### src/rtl/alu_result_stage_pkg.sv
// ----------------------------------------------------------------------------
// alu_result_stage_pkg
//   Shared definitions for the ALU result stage: the ALU control encodings
//   decoded by the top level, the default datapath width, and the occupancy
//   classification used by the result FIFO.
//   No ports (package).
// ----------------------------------------------------------------------------
package alu_result_stage_pkg;

   localparam int ALU_WIDTH_DEF = 32;

   // ALU control encodings (Aluc)
   localparam logic [3:0] ALUC_ADDU = 4'b0000;
   localparam logic [3:0] ALUC_SUBU = 4'b0001;
   localparam logic [3:0] ALUC_AND  = 4'b0010;
   localparam logic [3:0] ALUC_OR   = 4'b0011;
   localparam logic [3:0] ALUC_XOR  = 4'b0100;
   localparam logic [3:0] ALUC_SRL  = 4'b0101;
   localparam logic [3:0] ALUC_LUI  = 4'b0110;
   localparam logic [3:0] ALUC_SLL  = 4'b0111;
   localparam logic [3:0] ALUC_SRA  = 4'b1101;
   localparam logic [3:0] ALUC_SRAV = 4'b1111;

   // FIFO occupancy classes
   typedef enum logic [1:0] {
      OCC_EMPTY   = 2'd0,
      OCC_PARTIAL = 2'd1,
      OCC_FULL    = 2'd2
   } occ_e;

endpackage

### src/rtl/alu_result_stage_result_fifo.sv
// ----------------------------------------------------------------------------
// result_fifo
//   DEPTH-entry valid/ready FIFO holding selected ALU results. Owns storage,
//   read/write pointers, occupancy count and both handshake outputs. Output
//   data is forced to zero while empty; there is no input-to-output bypass.
// Ports
//   i_clk         clock, rising edge
//   i_rst_n       asynchronous active-low reset (control state only)
//   i_push_valid  producer has an entry
//   o_push_ready  FIFO can take an entry this cycle (not full, or popping)
//   i_push_data   entry to store
//   o_pop_valid   head entry valid
//   i_pop_ready   consumer takes the head this cycle
//   o_pop_data    head entry (zero when empty)
// ----------------------------------------------------------------------------
module result_fifo
   import alu_result_stage_pkg::*;
#(
   parameter int DATA_W = 34,
   parameter int DEPTH  = 2
) (
   input  logic              i_clk,
   input  logic              i_rst_n,
   input  logic              i_push_valid,
   output logic              o_push_ready,
   input  logic [DATA_W-1:0] i_push_data,
   output logic              o_pop_valid,
   input  logic              i_pop_ready,
   output logic [DATA_W-1:0] o_pop_data
);

   localparam int PTR_W  = (DEPTH > 1) ? $clog2(DEPTH) : 1;
   localparam int CNT_PW = $clog2(DEPTH + 1);
   localparam logic [PTR_W-1:0]  LAST_PTR = PTR_W'(DEPTH - 1);
   localparam logic [CNT_PW-1:0] FULL_CNT = CNT_PW'(DEPTH);

   logic [DATA_W-1:0] r_mem [DEPTH];
   logic [PTR_W-1:0]  r_wr_ptr;
   logic [PTR_W-1:0]  r_rd_ptr;
   logic [CNT_PW-1:0] r_count;
   occ_e              w_occ;
   logic              w_push;
   logic              w_pop;

   // Pointers wrap explicitly so non-power-of-two depths stay in range.
   function automatic logic [PTR_W-1:0] ptr_inc(input logic [PTR_W-1:0] p);
      return (p == LAST_PTR) ? '0 : p + 1'b1;
   endfunction

   always_comb begin
      w_occ = OCC_PARTIAL;
      if (r_count == '0)
         w_occ = OCC_EMPTY;
      else if (r_count == FULL_CNT)
         w_occ = OCC_FULL;
   end

   assign o_pop_valid  = (w_occ != OCC_EMPTY);
   // A full FIFO still accepts when the head leaves on the same edge.
   assign o_push_ready = (w_occ != OCC_FULL) | i_pop_ready;
   assign w_push       = i_push_valid & o_push_ready;
   assign w_pop        = o_pop_valid & i_pop_ready;
   assign o_pop_data   = o_pop_valid ? r_mem[r_rd_ptr] : '0;

   always_ff @(posedge i_clk or negedge i_rst_n) begin
      if (!i_rst_n) begin
         r_wr_ptr <= '0;
         r_rd_ptr <= '0;
         r_count  <= '0;
      end else begin
         if (w_push)
            r_wr_ptr <= ptr_inc(r_wr_ptr);
         if (w_pop)
            r_rd_ptr <= ptr_inc(r_rd_ptr);
         case ({w_push, w_pop})
            2'b10:   r_count <= r_count + 1'b1;
            2'b01:   r_count <= r_count - 1'b1;
            default: r_count <= r_count;
         endcase
      end
   end

   // Storage is data only; validity is tracked by the control state above.
   always_ff @(posedge i_clk) begin
      if (w_push)
         r_mem[r_wr_ptr] <= i_push_data;
   end

endmodule

### src/rtl/alu_result_stage.sv
// ----------------------------------------------------------------------------
// alu_result_stage
//   Registered ALU result selector. Decodes Aluc to pick one of six function
//   unit results, derives zero/illegal flags, and queues {data, zero, illegal}
//   in a DEPTH-entry FIFO toward writeback. Counts accepted illegal codes in a
//   saturating counter.
// Ports
//   Clk, Clrn            clock (rising) / async active-low reset
//   d_and..d_as          function unit results (WIDTH each)
//   Aluc                 4-bit ALU control code
//   in_valid / in_ready  input handshake
//   out_valid/out_ready  output handshake
//   d, zero, illegal     head entry (all zero when out_valid=0)
//   illegal_cnt          saturating count of accepted illegal codes
// ----------------------------------------------------------------------------
module alu_result_stage
   import alu_result_stage_pkg::*;
#(
   parameter int WIDTH = ALU_WIDTH_DEF,
   parameter int DEPTH = 2,
   parameter int CNT_W = 8
) (
   input  logic             Clk,
   input  logic             Clrn,
   input  logic [WIDTH-1:0] d_and,
   input  logic [WIDTH-1:0] d_or,
   input  logic [WIDTH-1:0] d_xor,
   input  logic [WIDTH-1:0] d_lui,
   input  logic [WIDTH-1:0] d_sh,
   input  logic [WIDTH-1:0] d_as,
   input  logic [3:0]       Aluc,
   input  logic             in_valid,
   output logic             in_ready,
   output logic             out_valid,
   input  logic             out_ready,
   output logic [WIDTH-1:0] d,
   output logic             zero,
   output logic             illegal,
   output logic [CNT_W-1:0] illegal_cnt
);

   logic [WIDTH-1:0] w_sel_data;
   logic             w_illegal;
   logic             w_zero;
   logic             w_accept;
   logic [WIDTH+1:0] w_fifo_out;
   logic [CNT_W-1:0] r_illegal_cnt;

   function automatic logic [CNT_W-1:0] sat_inc(input logic [CNT_W-1:0] v);
      return (v == '1) ? v : v + 1'b1;
   endfunction

   always_comb begin
      w_sel_data = '0;
      w_illegal  = 1'b0;
      case (Aluc)
         ALUC_ADDU, ALUC_SUBU:                    w_sel_data = d_as;
         ALUC_AND:                                w_sel_data = d_and;
         ALUC_OR:                                 w_sel_data = d_or;
         ALUC_XOR:                                w_sel_data = d_xor;
         ALUC_LUI:                                w_sel_data = d_lui;
         ALUC_SRL, ALUC_SLL, ALUC_SRA, ALUC_SRAV: w_sel_data = d_sh;
         default:                                 w_illegal  = 1'b1;
      endcase
   end

   assign w_zero   = (w_sel_data == '0);
   assign w_accept = in_valid & in_ready;

   always_ff @(posedge Clk or negedge Clrn) begin
      if (!Clrn)
         r_illegal_cnt <= '0;
      else if (w_accept && w_illegal)
         r_illegal_cnt <= sat_inc(r_illegal_cnt);
   end

   result_fifo #(
      .DATA_W (WIDTH + 2),
      .DEPTH  (DEPTH)
   ) u_result_fifo (
      .i_clk        (Clk),
      .i_rst_n      (Clrn),
      .i_push_valid (in_valid),
      .o_push_ready (in_ready),
      .i_push_data  ({w_sel_data, w_zero, w_illegal}),
      .o_pop_valid  (out_valid),
      .i_pop_ready  (out_ready),
      .o_pop_data   (w_fifo_out)
   );

   assign d           = w_fifo_out[WIDTH+1:2];
   assign zero        = w_fifo_out[1];
   assign illegal     = w_fifo_out[0];
   assign illegal_cnt = r_illegal_cnt;

endmodule

### config.mk
export PLATFORM = sky130hd
export DESIGN_NAME = alu_result_stage
export DESIGN_NICKNAME = d
export VERILOG_FILES = /design/src/rtl/alu_result_stage_pkg.sv /design/src/rtl/alu_result_stage_result_fifo.sv /design/src/rtl/alu_result_stage.sv
export SDC_FILE = /design/constraint.sdc
export NUM_CORES = 1
export LEC_CHECK = 0
export ABC_AREA = 1
export CAP_MARGIN = 30
export CORE_MARGIN = 2
export CORE_UTILIZATION = 45
export DETAILED_ROUTE_END_ITERATION = 12
export GPL_TIMING_DRIVEN = 0
export MAX_ROUTING_LAYER = met4
export PLACE_DENSITY = 0.95
export SYNTH_ARGS = -nofsm -noshare
export SYNTH_HDL_FRONTEND = slang
export SYNTH_SLANG_ARGS = --single-unit
### constraint.sdc
create_clock -name Clk -period 5.87 [get_ports Clk]
set_input_delay 1.174 -clock Clk [delete_from_list [all_inputs] [get_ports Clk]]
set_output_delay 1.174 -clock Clk [all_outputs]
set_load 0.01 [all_outputs]
==> results of run 1 <==
-- worst register-to-register path: cells and delay by family, from the launching register on --
kind,cells,cell delay (ps)
simple gates,2,700
compound gates,2,270
xor+xnor,1,160
flops,1,430
fa+ha+maj,1,360
-- state kept, by name (all words and copies together) (netlist names) --
name,flops
u_result_fifo.r_mem,68
illegal_cnt,8
u_result_fifo.r_count,2
u_result_fifo.r_rd_ptr,1
u_result_fifo.r_wr_ptr,1
-- cell type report --
cell class | count | share of cell area
Tap cell | 140 | 0.0217
Multi-Input combinational cell | 534 | 0.291
Buffer | 40 | 0.0273
Timing Repair Buffer | 245 | 0.307
Inverter | 60 | 0.0279
Clock buffer | 9 | 0.0279
Antenna cell | 2 | 0.000621
Clock inverter | 7 | 0.00590
Sequential cell | 80 | 0.291
-- metrics by stage --
step            util  std cells
5_1_grt        0.734       1117
3_5_place_dp   0.709       1099
3_3_place_gp   0.704       1097
2_1_floorplan      -        714
4_1_cts        0.734       1115
6_report       0.734       1117
-- routing by layer --
metal,GRT usage,vias to the layer above
li1,-,2830
met1,0.389,2684
met2,0.567,366
met3,0.0656,53
met4,0.133,0
met5,-,-
-- power by group through the flow --
| stage | combinational (mW) | sequential [mW] | clock (mW) |
|---|---|---|---|
| after floorplan | 0.494 | 0.848 | 0 |
| after global placement | 1.09 | 0.850 | 0 |
| after detailed placement | 1.14 | 0.854 | 0 |
| after CTS | 1.15 | 0.844 | 0.507 |
| after global routing | 1.23 | 0.856 | 0.536 |
| final | 1.15 | 0.844 | 0.507 |
-- synth_stat cells, drive strengths merged --
cell,count
xor2,6
xnor2,3
buf,25
nand4,1
nand3b,1
nand2,243
nor3,1
clkbuf,15
inv,59
o21ai,5
edfxtp,68
dfrtp,12
nor3b,1
nand3,137
clkinv,1
and3,1
nor2,97
ha,2
a21oi,36
-- final timing paths --
check,start,endpoint,slack (ps),cells after the start
max in group asynchronous,Clrn,illegal_cnt[1]$_DFFE_PN0P_,4310,1
min,illegal_cnt[3]$_DFFE_PN0P_,illegal_cnt[3]$_DFFE_PN0P_,530,1
max reg2reg,u_result_fifo.r_count[0]$_DFFE_PN0P_,u_result_fifo.r_count[1]$_DFFE_PN0P_,3830,6
min reg2reg,illegal_cnt[3]$_DFFE_PN0P_,illegal_cnt[3]$_DFFE_PN0P_,530,1
min in group asynchronous,Clrn,illegal_cnt[0]$_DFFE_PN0P_,1200,1
max,out_ready,in_ready,2230,4
-- placed cells by master, fill, tap and decap left out, types with 6 or more instances in the layout --
cell / Yosys / layout
clkdlybuf4s50_1: 0 / 243
nor2_1: 93 / 91
a21oi_1: 36 / 36
xor2_1: 6 / 6
inv_1: 56 / 56
buf_6: 6 / 6
nand3_1: 135 / 135
dfrtp_1: 12 / 12
edfxtp_1: 68 / 68
clkbuf_16: 0 / 9
clkbuf_1: 15 / 15
buf_2: 17 / 17
nand2_1: 241 / 241
-- logic make-up after synthesis --
logic type	Yosys count	synth area share
xor+xnor	9	0.0154
fa+ha+maj	2	0.00488
buf+inv	100	0.0870
simple gates	482	0.395
compound gates	41	0.0401
flops	80	0.457
==> results.toml, run 1 <==
[routing]
wl_mm = 20.1
num_vias = 5933
ant_nets = 0
drt_iter0_drc = 586
wl_met1_mm = 7.38
route.detailed.wl_per_inst_um = 18.0
drc = 0
via_per_inst = 5.31
routed-wl-met2_mm = 10.0
drt_pass1_iterations = 7
dr_wl_met3_mm = 1.89
top_layer_used = "met4"

[placed_design]
place_worst_setup_slack_ps = 2210
placed_area_mm2 = 0.00778
place_hpwl_mm = 16.3
placement.io_buffers = 243
gp_congestion = 1.02

[setup_path]
worstPathCellList = "clkdlybuf4s50_1, inv_1, nand3b_1, clkdlybuf4s50_1"
crit_arrival_ps = 2460
cp_max_fo = 4
critical-path-slowest-cell = "clkdlybuf4s50_1"
critPathCaptureType = "output port"
criticalPathCategory = "in -> out"
cp_slowest_stage_delay_ps = 580
cp_num_buf_inv = 3
path_common_cell = "clkdlybuf4s50_1"
startpoint_type = "input port"
required_ps = 4700
crit_family = "buffers and inverters"

[pwr]
power_mw = 2.50
sw_frac_of_total = 0.353
ir_worst_vdd_mv = 0.334
leakage_nw = 3.58
p_per_area_mw_per_mm2 = 310
p_int_mw = 1.62
switchingPower_mw = 0.881
p_clk_frac = 0.203
seq_power_share = 0.338
combinationalPowerShare = 0.459

[floorplan]
start_util = 0.466
die_w_um = 111
io_pins = 244
core-area_mm2 = 0.0110
dieArea_mm2 = 0.0123
rows = 38
die_h_um = 111

[final_layout]
drive_gt1_frac = 0.0554
fin_nets = 1172
fillCellCount = 838
areaGrowthSynthToFinish_pct = 57.4
regArea_mm2 = 0.00234
multiInputGateArea_mm2 = 0.00235
finalInstanceArea_mm2 = 0.00806

[sta]
hold_violations = 0
slew_viol_final = 0
fin_skew_ps = 5.67
fin_crit_ps = 3640
holdWs_ps = 528
fin_tns_setup_ps = 0
worst_slew_pin_slew_ps = 640
max_freq_mhz = 275
min_period_over_period = 0.619
fin_ws_ps = 2230
setup_viol = 0
rsz0062_at_grt = "no"
maxSlewHeadroom = 0.572

[clock_network]
cts_buffers = 9
clk_path_buf_depth = 2
cts-root-buf = "clkbuf_16"
cts-resized-gates = 0
clk_pin_slew_worst_paths_ps = 60
cts_sinks = 80
post_cts_buffers = 0
cts_tree = "yes"
insertion_delay_ps = 330
htree_num_levels = 3
ctsHoldBuffers = 0

[logic_synthesis]
synth_area_mm2 = 0.00512
synthDistinctLibCells = 26
netlist.area_leader.share = 0.399
syn_inst = 714
synthTopCellsByArea = "edfxtp_1 40%, nand2_1 18%, nand3_1 13%, nor2_1 6.8%, dfrtp_1 5.9%"
yosys.area.top_type = "edfxtp_1"
synth.yosys.seq_area_share = 0.457
syn_nets = 916
syn_avg_cell_area_um2 = 7.17
ys_ff_latch = 80
synth_warnings = 0

[global_route]
grt_pass1_vias = 5807
grt_max_degree = 27
overflow = 0
antenna_found_initial = 2
gr-usage-all-layers = 0.333
grt_pass1_wl_mm = 30.7

[hold_path]
min_path_type = "reg -> reg"

[status]
status = "completed"

[job]
max-cap-violations = 0
(Power assumes the default switching activity.)
==> inputs of run 2 (changes only) <==
Settings changed: CORE_UTILIZATION 45 to 38, PLACE_DENSITY 0.95 to 0.89.
Clock period 5.87 ns to 3 ns, I/O delays scaled along.
==> run 2 against run 1 <==
Net effect:
- cell count grew 3.0%
- combinational power increased by 93%
- count of clock-buffer cells in the layout unchanged
- first-iteration DRC count down 28%
- sequential cell count stayed put
- critical path type is now reg -> out
==> results.toml, run 2 (synthesis gave the netlist of run 1 again) <==
[status]
status = "completed"

[setup_path]
required_ps = 2400
worstPathCellList = "nor2_2, clkbuf_1, a21oi_1, clkdlybuf4s50_1"
startpoint_type = "flop"
criticalPathCategory = "reg -> out"
crit_arrival_ps = 2180
cp_max_fo = 10
critical-path-slowest-cell = "clkdlybuf4s50_1"
cp_slowest_stage_delay_ps = 550
critPathCaptureType = "output port"

[sta]
slew_viol_final = 0
fin_crit_ps = 2780
maxSlewHeadroom = 0.531
fin_ws_ps = 218
rsz0062_at_grt = "no"
worst_slew_pin_slew_ps = 703
holdWs_ps = 509
fin_skew_ps = 5.81
max_freq_mhz = 359
hold_violations = 0
setup_viol = 0
min_period_over_period = 0.927

[pwr]
combinationalPowerShare = 0.458
p_per_area_mw_per_mm2 = 598
switchingPower_mw = 1.68
p_int_mw = 3.17
ir_worst_vdd_mv = 0.305
leakage_nw = 3.59
sw_frac_of_total = 0.347
seq_power_share = 0.343
p_clk_frac = 0.199

[global_route]
overflow = 0
gr-usage-all-layers = 0.280
antenna_found_initial = 0
grt_max_degree = 26
grt_pass1_wl_mm = 29.7
grt_pass1_vias = 5595

[placed_design]
gp_congestion = 0.967
placement.io_buffers = 243
place_hpwl_mm = 15.8
place_worst_setup_slack_ps = 135

[routing]
ant_nets = 0
drc = 0
wl_met1_mm = 7.46
dr_wl_met3_mm = 1.73
drt_pass1_iterations = 5
route.detailed.wl_per_inst_um = 16.8
top_layer_used = "met4"
wl_mm = 19.3
via_per_inst = 5.01
drt_iter0_drc = 421
routed-wl-met2_mm = 9.53
num_vias = 5757

[floorplan]
io_pins = 244
start_util = 0.388
core-area_mm2 = 0.0132
rows = 42
dieArea_mm2 = 0.0144
die_w_um = 120
die_h_um = 120

[final_layout]
fillCellCount = 1142
layout_common_cells = "243 x clkdlybuf4s50_1, 241 x nand2_1, 135 x nand3_1"
drive_gt1_frac = 0.0626
areaGrowthSynthToFinish_pct = 58.5
num_antenna_cells = 0
largest-register = "u_result_fifo.r_mem"
layout_commonest_cell = "clkdlybuf4s50_1"
fin_nets = 1171
largest_reg_flops = 68

[clock_network]
insertion_delay_ps = 330
cts_sinks = 80
post_cts_buffers = 0
cts_tree = "yes"
cts-root-buf = "clkbuf_16"
htree_num_levels = 3
clk_path_buf_depth = 2
cts_buffers = 9
clk_pin_slew_worst_paths_ps = 60

[hold_path]
min_path_type = "reg -> reg"

[job]
max-cap-violations = 0
-- run 2: cell count changes in the layout (fill, tap and decap cells not counted), sizes merged --
cell / before / now
clkinvlp: 0 / 4
clkinv: 7 / 4
diode: 2 / 0
clkbuf: 24 / 23
inv: 60 / 59
-- run 2: power groups by stage --
stage               combinational, mW  sequential [mW]  clock (mW)
finish                           2.22             1.66       0.967
CTS                              2.25             1.64       0.973
global placement                 2.13             1.66           0
global route                     2.41             1.69        1.02
floorplan                       0.966             1.66           0
detailed placement               2.23             1.66           0
-- run 2: worst max-delay path: cells and delay by family, from the launching register on --
family | cells | cell delay (ps)
AO/OA/AOI/OAI | 1 | 110
buffers and inverters | 2 | 970
flip-flops | 1 | 430
AND/OR/NAND/NOR | 1 | 350
-- run 2: per-stage QoR --
stage	cell area (um2)	cells	TNS [ps]	power, mW	utilization
after detailed placement	7840	1135	0	3.90	0.594
after global placement	7770	1133	-67900	3.79	0.589
after CTS	8110	1151	0	4.87	0.615
final	8120	1150	0	4.85	0.615
after global routing	8120	1150	0	5.12	0.615
after floorplan	5120	714	0	2.63	-
-- run 2: routing by layer --
metal,vias up,global-route usage
met4,0,0.100
met5,-,-
met1,2598,0.345
met3,31,0.0456
li1,2821,-
met2,307,0.465
-- run 2: what timing repair did --
item,4_1_cts,5_1_grt
gates cloned,0,0
setup endpoints to repair,2,31
resized for setup,2,7
hold buffers,0,0
-- run 2: layout make-up --
class,instances,area [um2],area share
Timing Repair Buffer,245,2480,0.306
Clock inverter,7,48.8,0.00601
Sequential cell,80,2340,0.289
Buffer,39,223,0.0274
Inverter,60,225,0.0277
Tap cell,176,220,0.0271
Clock buffer,9,225,0.0277
Multi-Input combinational cell,534,2350,0.290
-- run 2: final timing paths --
check,depth (start not counted),startpoint,slack (ps),end
worst max-delay path,4,u_result_fifo.r_count[0]$_DFFE_PN0P_,220,d[8]
worst min-delay path,1,illegal_cnt[4]$_DFFE_PN0P_,510,illegal_cnt[4]$_DFFE_PN0P_
worst max register to register,4,u_result_fifo.r_count[0]$_DFFE_PN0P_,1260,u_result_fifo.r_mem[0][22]$_DFFE_PP_
worst min register to register,1,illegal_cnt[4]$_DFFE_PN0P_,510,illegal_cnt[4]$_DFFE_PN0P_
max in group asynchronous,1,Clrn,2010,illegal_cnt[0]$_DFFE_PN0P_
min in group asynchronous,1,Clrn,630,illegal_cnt[2]$_DFFE_PN0P_
